File: src/rtl/seven_seg_decoder.sv
// Seven-segment scanner: captures a debounced 4-digit multiplexed display
// frame into packed BCD, with invalid-pattern and timeout flagging.
module seven_seg_decoder #(
    parameter int STABLE_CYCLES = 4,
    parameter int TIMEOUT       = 1024
) (
    input  logic        clk,
    input  logic        reset,
    input  logic [6:0]  hex_in,
    input  logic [1:0]  digit_sel,
    input  logic        start,
    input  logic        ready,
    output logic [15:0] bcd_out,
    output logic        valid,
    output logic        error,
    output logic        busy
);
    localparam int TW = $clog2(TIMEOUT + 1);
    localparam logic [3:0] STB = 4'(STABLE_CYCLES);
    localparam logic [TW-1:0] TMO_LAST = TW'(TIMEOUT - 1);

    typedef enum logic [1:0] {IDLE, SCAN, HOLD} state_t;

    state_t        state_q, state_d;
    logic [8:0]    samp_q, samp_d;
    logic [3:0]    stab_q, stab_d;
    logic [TW-1:0] tmo_q, tmo_d;
    logic [3:0]    mask_q, mask_d;
    logic [15:0]   bcd_q, bcd_d;
    logic          err_q, err_d;
    logic [3:0]    nib;
    logic          nib_bad;

    always_comb begin
        nib     = 4'hF;
        nib_bad = 1'b0;
        case (hex_in)
            7'b1000000: nib = 4'd0;
            7'b1111001: nib = 4'd1;
            7'b0100100: nib = 4'd2;
            7'b0110000: nib = 4'd3;
            7'b0011001: nib = 4'd4;
            7'b0010010: nib = 4'd5;
            7'b0000010: nib = 4'd6;
            7'b1111000: nib = 4'd7;
            7'b0000000: nib = 4'd8;
            7'b0010000: nib = 4'd9;
            default:    nib_bad = 1'b1;
        endcase
    end

    always_comb begin
        state_d = state_q;
        samp_d  = samp_q;
        stab_d  = stab_q;
        tmo_d   = tmo_q;
        mask_d  = mask_q;
        bcd_d   = bcd_q;
        err_d   = err_q;
        case (state_q)
            IDLE: begin
                if (start) begin
                    state_d = SCAN;
                    stab_d  = '0;
                    tmo_d   = '0;
                    mask_d  = '0;
                    bcd_d   = 16'hFFFF;
                    err_d   = 1'b0;
                end
            end
            SCAN: begin
                samp_d = {digit_sel, hex_in};
                tmo_d  = tmo_q + 1'b1;
                // A zero count means no prior sample in this frame.
                if (stab_q != 4'd0 && samp_d == samp_q)
                    stab_d = (stab_q == STB) ? STB : stab_q + 4'd1;
                else
                    stab_d = 4'd1;
                if (stab_d == STB && !mask_q[digit_sel]) begin
                    mask_d[digit_sel] = 1'b1;
                    for (int k = 0; k < 4; k++)
                        if (digit_sel == 2'(k))
                            bcd_d[4*k +: 4] = nib;
                    if (nib_bad)
                        err_d = 1'b1;
                end
                // A completing capture on the timeout edge suppresses the flag.
                if (mask_q == 4'hF) begin
                    state_d = HOLD;
                end else if (tmo_q == TMO_LAST) begin
                    state_d = HOLD;
                    if (mask_d != 4'hF)
                        err_d = 1'b1;
                end
            end
            HOLD: begin
                if (ready)
                    state_d = IDLE;
            end
            default: state_d = IDLE;
        endcase
    end

    always_ff @(posedge clk) begin
        if (reset) begin
            state_q <= IDLE;
            samp_q  <= '0;
            stab_q  <= '0;
            tmo_q   <= '0;
            mask_q  <= '0;
            bcd_q   <= '0;
            err_q   <= 1'b0;
        end else begin
            state_q <= state_d;
            samp_q  <= samp_d;
            stab_q  <= stab_d;
            tmo_q   <= tmo_d;
            mask_q  <= mask_d;
            bcd_q   <= bcd_d;
            err_q   <= err_d;
        end
    end

    assign bcd_out = bcd_q;
    assign error   = err_q;
    assign valid   = (state_q == HOLD);
    assign busy    = (state_q != IDLE);

endmodule

File: config.mk
export PLATFORM = sky130hd
export DESIGN_NAME = seven_seg_decoder
export DESIGN_NICKNAME = d
export VERILOG_FILES = /design/src/rtl/seven_seg_decoder.sv
export SDC_FILE = /design/constraint.sdc
export NUM_CORES = 1
export LEC_CHECK = 0
export CORE_ASPECT_RATIO = 2
export CORE_UTILIZATION = 50
export DETAILED_ROUTE_END_ITERATION = 8
export PLACE_DENSITY = 0.76
export SLEW_MARGIN = 20
export SYNTH_ARGS = -nofsm -noshare
export SYNTH_HDL_FRONTEND = slang
export SYNTH_SLANG_ARGS = --single-unit
File: constraint.sdc
create_clock -name clk -period 2.05 [get_ports clk]
set_input_delay 0.205 -clock clk [delete_from_list [all_inputs] [get_ports clk]]
set_output_delay 0.205 -clock clk [all_outputs]
set_load 0.01 [all_outputs]
### After elaboration in Yosys (flattened, before gate mapping)

Index checks and enable logic that the tools add are counted.

| operators by class | value |
|---|---|
| $add $sub $neg | 2 |
| order comparisons | 2 |
| eq/ne operators | 28 |
| multiplexer cells | 34 |
| bitwise logic cells | 1 |
| reductions and logical operators | 17 |

Operator list:

| operator | count |
|---|---|
| 2-to-1 mux 4 bit | 10 |
| one-hot mux 4 bit (10 select lines) | 1 |
| 2-to-1 mux 16 bit | 2 |
| one-hot mux 16 bit (2 select lines) | 1 |
| one-hot mux 11 bit (2 select lines) | 1 |
| == test 7 x 5 -> 1 bit, second input constant | 3 |
| == test 7 bit, second input constant | 3 |
| one-hot mux 4 bit (2 select lines) | 2 |
| AND reduction 4 bit | 4 |
| == test 7 x 6 -> 1 bit, second input constant | 2 |
| != test 2 bit, second input constant | 7 |
| adder 11 x 1 -> 11 bit, second input constant | 1 |
| == test 11 x 10 -> 1 bit, second input constant | 1 |
| 2-to-1 mux 11 bit | 1 |
| OR reduction 10 bit | 1 |
| == test 9 bit | 1 |
| == test 4 x 3 -> 1 bit, second input constant | 2 |
| 2-to-1 mux 1 bit | 8 |
| 2-to-1 mux 2 bit | 4 |
| == test 7 x 2 -> 1 bit, second input constant | 1 |
| logical NOT 7 bit | 1 |
| == test 2 bit, second input constant | 3 |
| one-hot mux 2 bit (3 select lines) | 1 |
| adder 4 x 1 -> 4 bit, second input constant | 1 |
| other kinds (17) | 22 |

| storage, ports and cells | value |
|---|---|
| register bits after elaboration | 47 |
| input port bits | 13 |
| output and inout port bits | 19 |

### Logic depth before layout (Yosys ltp)

Gate-level depths: netlist of the first run.

| depth | value |
|---|---|
| depth in word-level cells | 13 |
| mapped depth | 9 |
| gate-level depth less buffers | 8 |

### Worst setup path before layout of the first run

OpenSTA, ideal clock, no wires.

| timing path | value |
|---|---|
| path type | flip-flop to flip-flop |
| start point | register stab_q[0] |
| end point | register bcd_q[12], in the netlist bcd_out[12] |
| setup time | 0.121 ns |
| arrival | 1.864 ns |
| slack | 0.066 ns |
| stages on the path, launching flop included | 9 |
| path buffers | 0 |
| cells stage by stage | dfxtp_1 -> inv_1 -> ha_1 -> nand2b_1 -> mux2i_1 -> nor4_2 -> and4_4 -> a31oi_1 -> mux2_2 |

| between the ends | value |
|---|---|
| cells in the longest elaborated chain, start to end | 8 |
| elaborated cells on any way between the ends | 11 |
| those cells by class | add/sub: 1; eq/ne: 3; mux: 3; reduce/logical: 4 |

Ends and longest elaborated chain:

| item | line | RTL |
|---|---|---|
| start, declared | 26 | `logic [3:0] stab_q, stab_d;` |
| start signal, assigned | 116 | `stab_q <= stab_d;` |
| adder 4 x 1 -> 4 bit (tied with other cells) | 76 | `stab_d = (stab_q == STB) ? STB : stab_q + 4'd1;` |
| 2-to-1 mux 4 bit / logical AND 1 bit (equally long branches) | 76, 75 |  |
| 2-to-1 mux 4 bit * | 75 | `if (stab_q != 4'd0 && samp_d == samp_q)` |
| 2-to-1 mux 4 bit * | 60 | `case (state_q)` |
| == test 4 x 3 -> 1 bit * | 79 | `if (stab_d == STB && !mask_q[digit_sel]) begin` |
| logical AND 1 bit * | 79 |  |
| != test 2 bit (no source line) * | -- |  |
| AND reduction 4 bit (no source line) * | -- |  |
| end signal, assigned | 111 | `bcd_q <= '0;` |
| end signal, assigned | 119 | `bcd_q <= bcd_d;` |
| end, declared | 29 | `logic [15:0] bcd_q, bcd_d;` |

Every way passes the cells marked *; elsewhere a longest branch is shown, timed or not. The select of a mux whose other input is x is not followed.
A chain may end at the register's enable or synchronous reset.

### Final worst setup path of the first run

| timing path | value |
|---|---|
| start point | input port hex_in[0] |
| end point | register bcd_q[11], in the netlist bcd_out[11] |

| between the ends | value |
|---|---|
| cells in the longest elaborated chain, start to end | 8 |
| elaborated cells on any way between the ends | 22 |
| those cells by class | eq/ne: 12; mux: 6; reduce/logical: 4 |

Ends and longest elaborated chain:

| item | line | RTL |
|---|---|---|
| start, declared | 9 | `input logic [6:0] hex_in,` |
| == test 9 bit | 75 |  |
| logical AND 1 bit | 75 |  |
| 2-to-1 mux 4 bit | 75 |  |
| 2-to-1 mux 4 bit | 60 |  |
| == test 4 x 3 -> 1 bit | 79 |  |
| logical AND 1 bit | 79 |  |
| != test 2 bit (no source line) | -- |  |
| AND reduction 4 bit (no source line) | -- |  |

Parallel ways exist; a longest one is shown, timed or not. The select of a mux whose other input is x is not followed.

==> results.md, run 1 <==
- Pre-CTS setup slack: -305.7 ps
- Clock transition at the registers of the reported paths: about 90 ps
- Clock skew: 9.488 ps
- CTS tree: yes
- Post-synth cell types: 46
- Total gr overflow: 0
- Min cycle time layout: 1982 ps
- Flops & latches, synth: 47
- Synthesized area: 0.002522 mm²
- Setup TNS: 0 ps
- Number of routed nets with antenna violations: 0
- Die height: between 100 and 150 µm
- Largest net degree at the start of global routing: 20
- R2R depth: 8
- Worst setup startpoint: hex_in[0]
- Drt via density: 5.709
- Max-cap viol count: 0
- Die width: roughly 52 µm
- Final Max Tran Viols: 0
- Root Buffer: clkbuf_8
- Pre-antenna DRT Iters: 4
- Max Fclk: between 500 and 600 MHz
- R2R Setup Slk: 80 ps
- Cts bufs inserted: 5
- Top FF cell, synth: dfxtp_1
- Worst-skew pair later-pin latency: between 300 and 400 ps
- Commonest non-fill, non-tap cell in the layout: dfxtp_1
- Kind of critical path: in -> reg
- Leakage: 1.239 nW
- Worst IR Drop VDD: just over 0.7 mV
- Via count of the first global-routing pass: roughly 2200
- Reg2Reg Capture Point: bcd_out[11]
- Cells after synthesis: 296
- Post-synthesis sequential area ratio: 0.3730
- Worst setup path end: bcd_out[11]
- Site Rows: 36
- Rel. slew slack: 0.5813
- Most frequent cells in the layout: dfxtp_1 (45), buf_4 (37), clkdlybuf4s50_1 (31)
- PD cells: 686.3 mW/mm²
- Combinational share of power: 0.184
- Ys Warns: 0
- Reg area: 943.4 µm²
- Post-synthesis async set-or-reset flop share: 0
- Worst-Margin Slew: 626.7 ps
- Syn Nets: between 300 and 400
- Internal power: approximately 1.7 mW
- Sequential Power Share: 0.443
- Cts-stage hold buffer count: 0
- Total wire length: 6105 µm
- Post-route insts no fill: ~400
- Final Util: 0.6692
- WP data required: 2250 ps
- CP Launch Type: input pin
- IO Port Bufs: 31
- Clock Power Share: 0.373
- Worst setup margin: 68.09 ps
- Tcrit/Tclk final: 0.9668
- Ports: 32
- Switching share of total power: 0.2517
- Post-synth EDFFs: 0
- Fin Hold WS: 470.6 ps
- Final Hold Viols: 0
- Layout cell share with drive strength beyond 1: 0.2102
- CP Max Fanout: 7
- WL/cell: 14.93 µm
- Setup violations, final: 0
- Fin nets: 367
- Ant. Diodes: 0
- Layout fillers: 421
- Status: complete, no violations
- Initial Util: 0.5185
- Htree depth: 2
- Core area: around 0.0049 mm²
- Cells after DPL: 400
- Hold Crit Class: reg -> reg
- Post-DP HPWL: approximately 4400 µm
- Clk buf depth: 2
- Worst setup EP type: register
- Synthesized area per cell: 8.522 µm²
- Multi-input gate area: 0.001483 mm²
- Iteration-0 DRC Markers: 45
- First-pass GRT wire length: ~9900 µm
- Antenna violations before repair: 0
- RR Startpoint: stab_q[1]
- Die area: between 0.005 and 0.006 mm²
- P&R area growth vs syn: 29.07%
- Vias: about 2300
- Gr usage total: 0.2431
- Clock Sinks: 47
- CP arrival: about 2200 ps
- Gpl congestion: 0.8498
- Switching power total: 562.4 µW
- DRC: 0
## critical path: stages
cell and delay (ps):
clkdlybuf4s50_1 530, xnor2_2 130, nand3_2 130, nor4_4 340
and4_4 380, a31oi_4 150, mux2_4 320
## per-stage QoR
step / total power, mW / instance area [µm²]
finish: 2.234 / 3256
global route: 2.329 / 3256
CTS: 2.239 / 3238
detailed placement: 1.404 / 3050
global placement: 1.395 / 3050
floorplan: 1.228 / 2522
## worst min path at each step
stage          slack [ps]    endpoint  startpoint  depth (start not counted)
3_3_place_gp          450   samp_q[3]   samp_q[3]                          2
3_5_place_dp          460   samp_q[3]   samp_q[3]                          2
2_1_floorplan         390  state_q[1]       ready                          3
6_report              470   samp_q[3]   samp_q[3]                          2
4_1_cts               470   samp_q[3]   samp_q[3]                          2
5_1_grt               500   samp_q[6]   samp_q[6]                          2
## per-layer routing
| layer | up-vias | GRT usage | wire length [µm] | share of wire |
|---|---|---|---|---|
| met3 | 15 | 0.04018 | 198 | 0.032 |
| li1 | 1147 | - | - | - |
| met4 | 0 | 0.1154 | 190 | 0.031 |
| met5 | - | 0 | 0 | 0 |
| met1 | 1113 | 0.2343 | 2328 | 0.38 |
| met2 | 60 | 0.4724 | 3387 | 0.55 |
## flip-flops by register name, indices dropped and copies added (netlist names)
signal,flops
samp_q,9
error,1
mask_q,4
state_q,2
tmo_q,11
stab_q,4
bcd_out,16
## synthesized netlist by cell type, drive strengths merged, types with 8 or more instances
master | n | share of area
dfxtp | 47 | 0.37
mux2 | 13 | 0.058
a31oi | 10 | 0.043
a21oi | 28 | 0.056
xnor2 | 9 | 0.040
buf | 12 | 0.037
nand3 | 17 | 0.036
nor3 | 10 | 0.020
nand2 | 28 | 0.042
nor2 | 27 | 0.040
inv | 8 | 0.012
clkbuf | 8 | 0.012
nor2b | 15 | 0.037
## power groups by stage
stage	Clock (mW)	Combinational, mW	Sequential (mW)
global placement	0	0.387	1.01
global route	0.887	0.446	0.996
floorplan	0	0.206	1.02
finish	0.833	0.412	0.990
CTS	0.841	0.408	0.990
detailed placement	0	0.393	1.01
## cells by family (layout without fill, tap and decap cells)
kind of cell	after synthesis	in the layout	synth area share
xor+xnor	10	10	0.04365
compound gates	60	60	0.1627
flops	47	47	0.3730
buf+inv	28	84	0.06101
mux	18	18	0.07788
simple gates	130	130	0.2669
fa+ha+maj	3	3	0.01488
## repair_timing
item | 4_1_cts | 5_1_grt
gates resized for setup | 11 | 2
setup buffers | 1 | 0
endpoints found under the setup margin | 12 | 17
pin swaps | 6 | 3
## final cells by class
class / instances / share of cell area
Clock inverter: 3 / 0.02191
Tap cell: 57 / 0.02191
Sequential cell: 47 / 0.2898
Multi-Input combinational cell: 221 / 0.4554
Timing Repair Buffer: 68 / 0.1806
Inverter: 8 / 0.009224
Clock buffer: 5 / 0.02114
Note: power is estimated with default switching activity, not from simulation.
==> run 2, diff against run 1 <==
--- a/config.mk
+++ b/config.mk
@@ -6,9 +6,9 @@
 export NUM_CORES = 1
 export LEC_CHECK = 0
 export CORE_ASPECT_RATIO = 2
-export CORE_UTILIZATION = 50
+export CORE_UTILIZATION = 59
 export DETAILED_ROUTE_END_ITERATION = 8
-export PLACE_DENSITY = 0.76
+export PLACE_DENSITY = 0.84
 export SLEW_MARGIN = 20
 export SYNTH_ARGS = -nofsm -noshare
 export SYNTH_HDL_FRONTEND = slang
==> constraint.sdc (replaced) <==
create_clock -name clk -period 2.3 [get_ports clk]
set_input_delay 0.23 -clock clk [delete_from_list [all_inputs] [get_ports clk]]
set_output_delay 0.23 -clock clk [all_outputs]
set_load 0.01 [all_outputs]
==> run 2 against run 1 <==
Clock power is 26% lower. Critical path depth rose by 1. Flip-flop and latch count unchanged. Clock-buffer cell count unchanged. First-iteration DRC count fell by 2.2%. Worst setup slack got worse by 3.2 ps.
==> results.md, run 2 (synthesis gave the netlist of run 1 again) <==
- Gpl congestion: 0.8467
- Hold Crit Class: reg -> reg
- Initial Util: 0.6171
- CTS tree: yes
- Iteration-0 DRC Markers: 44
- Root Buffer: clkbuf_8
- Clock Power Share: 0.338
- Drt via density: approximately 5.7
- Kind of critical path: reg -> reg
- P&R area growth vs syn: 22.17%
- WL/cell: 14.35 µm
- Die width: 48.24 µm
- CP arrival: 2440 ps
- Combinational share of power: 0.181
- Worst IR Drop VDD: around 0.60 mV
- Setup violations, final: 0
- Number of routed nets with antenna violations: 0
- Worst setup EP type: register
- Final Hold Viols: 0
- Post-DP HPWL: about 4200 µm
- Most frequent cells in the layout: dfxtp_1 (45), clkdlybuf4s50_1 (31), a21oi_1 (28), nand2_1 (28), nor2_1 (27)
- Worst-Margin Slew: 598.9 ps
- Htree depth: 2
- CP Max Fanout: 7
- Layout cell share with drive strength beyond 1: 0.1568
- Gr usage total: 0.2706
- Rel. slew slack: 0.5999
- Leakage: 1.133 nW
- Clk buf depth: 2
- Reg area: 945.9 µm²
- WP data required: 2510 ps
- First-pass GRT wire length: 8990 µm
- Fin Hold WS: 476.2 ps
- Commonest non-fill, non-tap cell in the layout: dfxtp_1
- IO Port Bufs: 31
- Internal power: 1.352 mW
- Multi-input gate area: 0.001443 mm²
- DRC: 0
- Vias: 2232
- Site Rows: 33
- Pre-antenna DRT Iters: 4
- Largest net degree at the start of global routing: 32
- Clock transition at the registers of the reported paths: 90 ps
- CP Launch Type: register
- Switching share of total power: 0.2618
- Die height: 94.47 µm
- Worst-skew pair later-pin latency: 310 ps
- Fin nets: 353
- Tcrit/Tclk final: 0.9718
- Total gr overflow: 0
- Cts bufs inserted: 5
- Sequential Power Share: 0.481
- Total design power: 1.832 mW
- Antenna violations before repair: 0
- Via count of the first global-routing pass: 2167
- Clock Sinks: 47
- Largest register FFs: 16
- Total wire length: 5596 µm
- Min cycle time layout: approximately 2200 ps
- Die area: 0.004557 mm²
- Final Max Tran Viols: 0
- Max Fclk: ~450 MHz
- Final Cell Area: about 0.0031 mm²
- Clock skew: 10.14 ps
- Switching power total: between 400 and 500 µW
- Ports: 32
- Post-placement cell area: 0.002932 mm²
- Max-cap viol count: 0
- Status: complete, no violations
- Cts-stage hold buffer count: 0
- Layout fillers: 309
- Core area: 0.004088 mm²
- Ant. Diodes: 0
- PD cells: 594.4 mW/mm²
==> run 2: power groups by stage <==
stage / clock network [mW] / registers (mW) / logic [mW]
2_1_floorplan: 0 / 0.911 / 0.184
4_1_cts: 0.628 / 0.882 / 0.331
6_report: 0.619 / 0.881 / 0.332
3_3_place_gp: 0 / 0.899 / 0.322
3_5_place_dp: 0 / 0.900 / 0.328
5_1_grt: 0.664 / 0.888 / 0.362
==> run 2: final timing paths <==
check,cells past startpoint,startpoint,to,slack (ps)
max reg2reg,8,stab_q[0],bcd_out[5],60
min reg2reg,2,samp_q[2],samp_q[2],480
min,2,samp_q[2],samp_q[2],480
max,8,stab_q[0],bcd_out[5],60
==> run 2: repair_timing <==
item | 4_1_cts | 5_1_grt
cloned | 0 | 0
pin swaps | 0 | 2
resized for setup | 1 | 4
setup buffers | 0 | 2
endpoints found under the setup margin | 3 | 12
==> run 2: layer usage <==
| layer | GRT usage | wire [µm] | vias to the layer above |
|---|---|---|---|
| met5 | 0 | 0 | - |
| met4 | 0.1597 | 142 | 0 |
| met3 | 0.04971 | 154 | 14 |
| met2 | 0.4644 | 3132 | 51 |
| met1 | 0.2799 | 2165 | 1046 |
| li1 | - | - | 1121 |
==> run 2: layout make-up <==
class | instances | share of cell area
Multi-Input combinational cell | 221 | 0.4681
Sequential cell | 47 | 0.3069
Timing Repair Buffer | 54 | 0.1567
Clock buffer | 5 | 0.02233
Tap cell | 52 | 0.02111
Clock inverter | 3 | 0.01502
Inverter | 8 | 0.009744
==> run 2: stage by stage <==
| step | instances | utilization | setup TNS (ps) | setup slack (ps) |
|---|---|---|---|---|
| after floorplan | 296 | - | 0 | 315.6 |
| after global placement | 380 | 0.7172 | 0 | 1.373 |
| after detailed placement | 380 | 0.7172 | -609.9 | -98.84 |
| after CTS | 388 | 0.7469 | 0 | 37.29 |
| after global routing | 390 | 0.7539 | -212.0 | -41.80 |
| final | 390 | 0.7539 | 0 | 64.89 |
==> run 2: worst max-delay path, stage by stage (launching register included) <==
cell and delay, ps:
dfxtp_4 370, inv_1 40, ha_1 200, nand2b_1 160
mux2i_1 130, nor4_2 350, and4_4 390, a31oi_4 150
mux2_1 340
==> run 3, diff against run 2 <==
--- a/config.mk
+++ b/config.mk
@@ -7,8 +7,10 @@
 export LEC_CHECK = 0
 export CORE_ASPECT_RATIO = 2
 export CORE_UTILIZATION = 59
+export CTS_CLUSTER_DIAMETER = 100
 export DETAILED_ROUTE_END_ITERATION = 8
 export PLACE_DENSITY = 0.84
+export RECOVER_POWER = 100
 export SLEW_MARGIN = 20
 export SYNTH_ARGS = -nofsm -noshare
 export SYNTH_HDL_FRONTEND = slang
==> run 3 against run 2 <==
Routed wire length hardly changed. Largest cell class unchanged. Final cell count stayed put. Flip-flop and latch count stayed put. Register-to-register slack hardly changed. Fmax is 0.14% higher. Core utilization hardly changed. Sequential power hardly changed. Via count is 0.63% higher. Critical path type unchanged. Sequential share of layout area hardly changed. Global-route usage stayed put. Combinational power is 4% lower. Cell area hardly changed. Largest power group unchanged. Highest routed layer unchanged.
==> results.md, run 3 (synthesis gave the netlist of run 1 again) <==
- Top Usage Layer GRT: met2
- Cts-stage hold buffer count: 0
- Final Util: 0.7536
- Pre-antenna DRT Iters: 4
- Ports: 32
- Site Rows: 33
- Reg2Reg Capture Point: bcd_out[5]
- Setup violations, final: 0
- Max Fclk: 448.0 MHz
- Setup TNS: 0 ps
- R2R depth: 8
- Core area: 0.004088 mm²
- Kind of critical path: reg -> reg
- First-pass GRT wire length: about 9000 µm
- IO Port Bufs: 31
- Leakage: roughly 1.2 nW
- Grt met3 use: 0.04971
- Antenna violations before repair: 0
- Die width: 48.24 µm
- RR Startpoint: stab_q[0]
- CTS tree: yes
- CP Launch Type: register
- P&R area growth vs syn: 22.12%
- Commonest non-fill, non-tap cell in the layout: dfxtp_1
- Status: complete, no violations
- Number of routed nets with antenna violations: 0
- Clock transition at the registers of the reported paths: 90 ps
- Cts bufs inserted: 5
- Die area: 0.004557 mm²
- Root Buffer: clkbuf_8
- Post-DP HPWL: roughly 4200 µm
- R2R Setup Slk: 70 ps
- Most frequent cells in the layout: dfxtp_1 (45), a21oi_1 (28), nand2_1 (28)
- Clock Sinks: between 40 and 50
- Met2 GRT Util: 0.4644
- Total gr overflow: 0
- Rel. slew slack: 0.6082
- WP data required: ~2500 ps
- Htree depth: 2
- Gpl congestion: 0.8467
- PD cells: 590.7 mW/mm²
- Worst setup path end: bcd_out[5]
- Largest register FFs: 16
- Ant. Diodes: 0
- Vias: 2246
- Hold Startpoint: bcd_out[10]
- Worst-skew pair later-pin latency: a little over 300 ps
- Met1 Usage GRT: 0.2799
- Worst IR Drop VDD: 0.5961 mV
- Die height: 94.47 µm
- Tcrit/Tclk final: 0.9705
- Min cycle time layout: 2232 ps
- Worst-Margin Slew: 586.5 ps
- Pre-CTS setup slack: -98.84 ps
- CP Max Fanout: 7
- Clk buf depth: 2
- Total design power: roughly 1.8 mW
- Worst setup EP type: register
- WL/cell: 14.36 µm
- Clock skew: roughly 10 ps
- Worst setup margin: 67.92 ps
- Largest net degree at the start of global routing: 32
- Hold Crit Class: reg -> reg
- Max-cap viol count: 0
- Via count of the first global-routing pass: about 2200
- Total wire length: 5599 µm
- Drt via density: roughly 5.8
- Worst setup startpoint: stab_q[0]
- Gr usage total: 0.2706
- Iteration-0 DRC Markers: 43
- Final Hold Viols: 0
- Initial Util: 0.6171
- Layout cell share with drive strength beyond 1: 0.1538
- DRC: 0
- CP arrival: between 2000 and 2500 ps
- Layout fillers: 310
- Fin nets: about 350
- Final Max Tran Viols: 0
-- run 3: layout make-up --
type,instances,area [µm²],share of cell area
multi-input cells,221,1441,0.4679
flip-flops and latches,47,945.9,0.3071
repair buffers,54,483.0,0.1568
clock buffers,5,68.82,0.02234
well taps,52,65.06,0.02112
clock inverters,3,46.29,0.01503
inverters,8,30.03,0.009748
-- run 3: repair_timing --
item                                    in CTS  in global routing
endpoints found under the setup margin       3                 12
hold endpoints to repair                     0                  0
pin swaps                                    0                  2
resized for setup                            1                  4
cloned                                       0                  0
buffers inserted                             0                  2
-- run 3: power by group --
group	internal, mW	leakage (nW)	switching (mW)
logic	0.157	0.728	0.163
registers	0.856	0.386	0.0242
clock network	0.327	0.0548	0.292
-- run 3: worst min path at each step --
stage	slack, ps	cells after the start	endpoint
floorplan	410	3	state_q[1]
global placement	450	2	samp_q[7]
detailed placement	460	2	bcd_out[10]
CTS	480	2	bcd_out[10]
global route	490	2	samp_q[3]
finish	480	2	bcd_out[10]
-- run 3: critical path, cell delays in order, from the launching register on --
cell and delay (ps):
dfxtp_4 370, inv_1 40, ha_1 200, nand2b_1 160
mux2i_1 130, nor4_2 340, and4_4 390, a31oi_4 150
mux2_1 340
-- run 3: routing by layer --
layer  wire length, µm  up-vias
li1                  -     1121
met1              2156     1053
met2              3132       57
met3               167       15
met4               143        0
met5                 0        -
-- run 3: metrics by stage --
step           cells  hold slack [ps]  area, µm²
2_1_floorplan    296            411.0       2522
3_3_place_gp     380            454.0       2932
3_5_place_dp     380            464.3       2932
4_1_cts          388            479.4       3053
5_1_grt          390            493.7       3080
6_report         390            476.1       3080
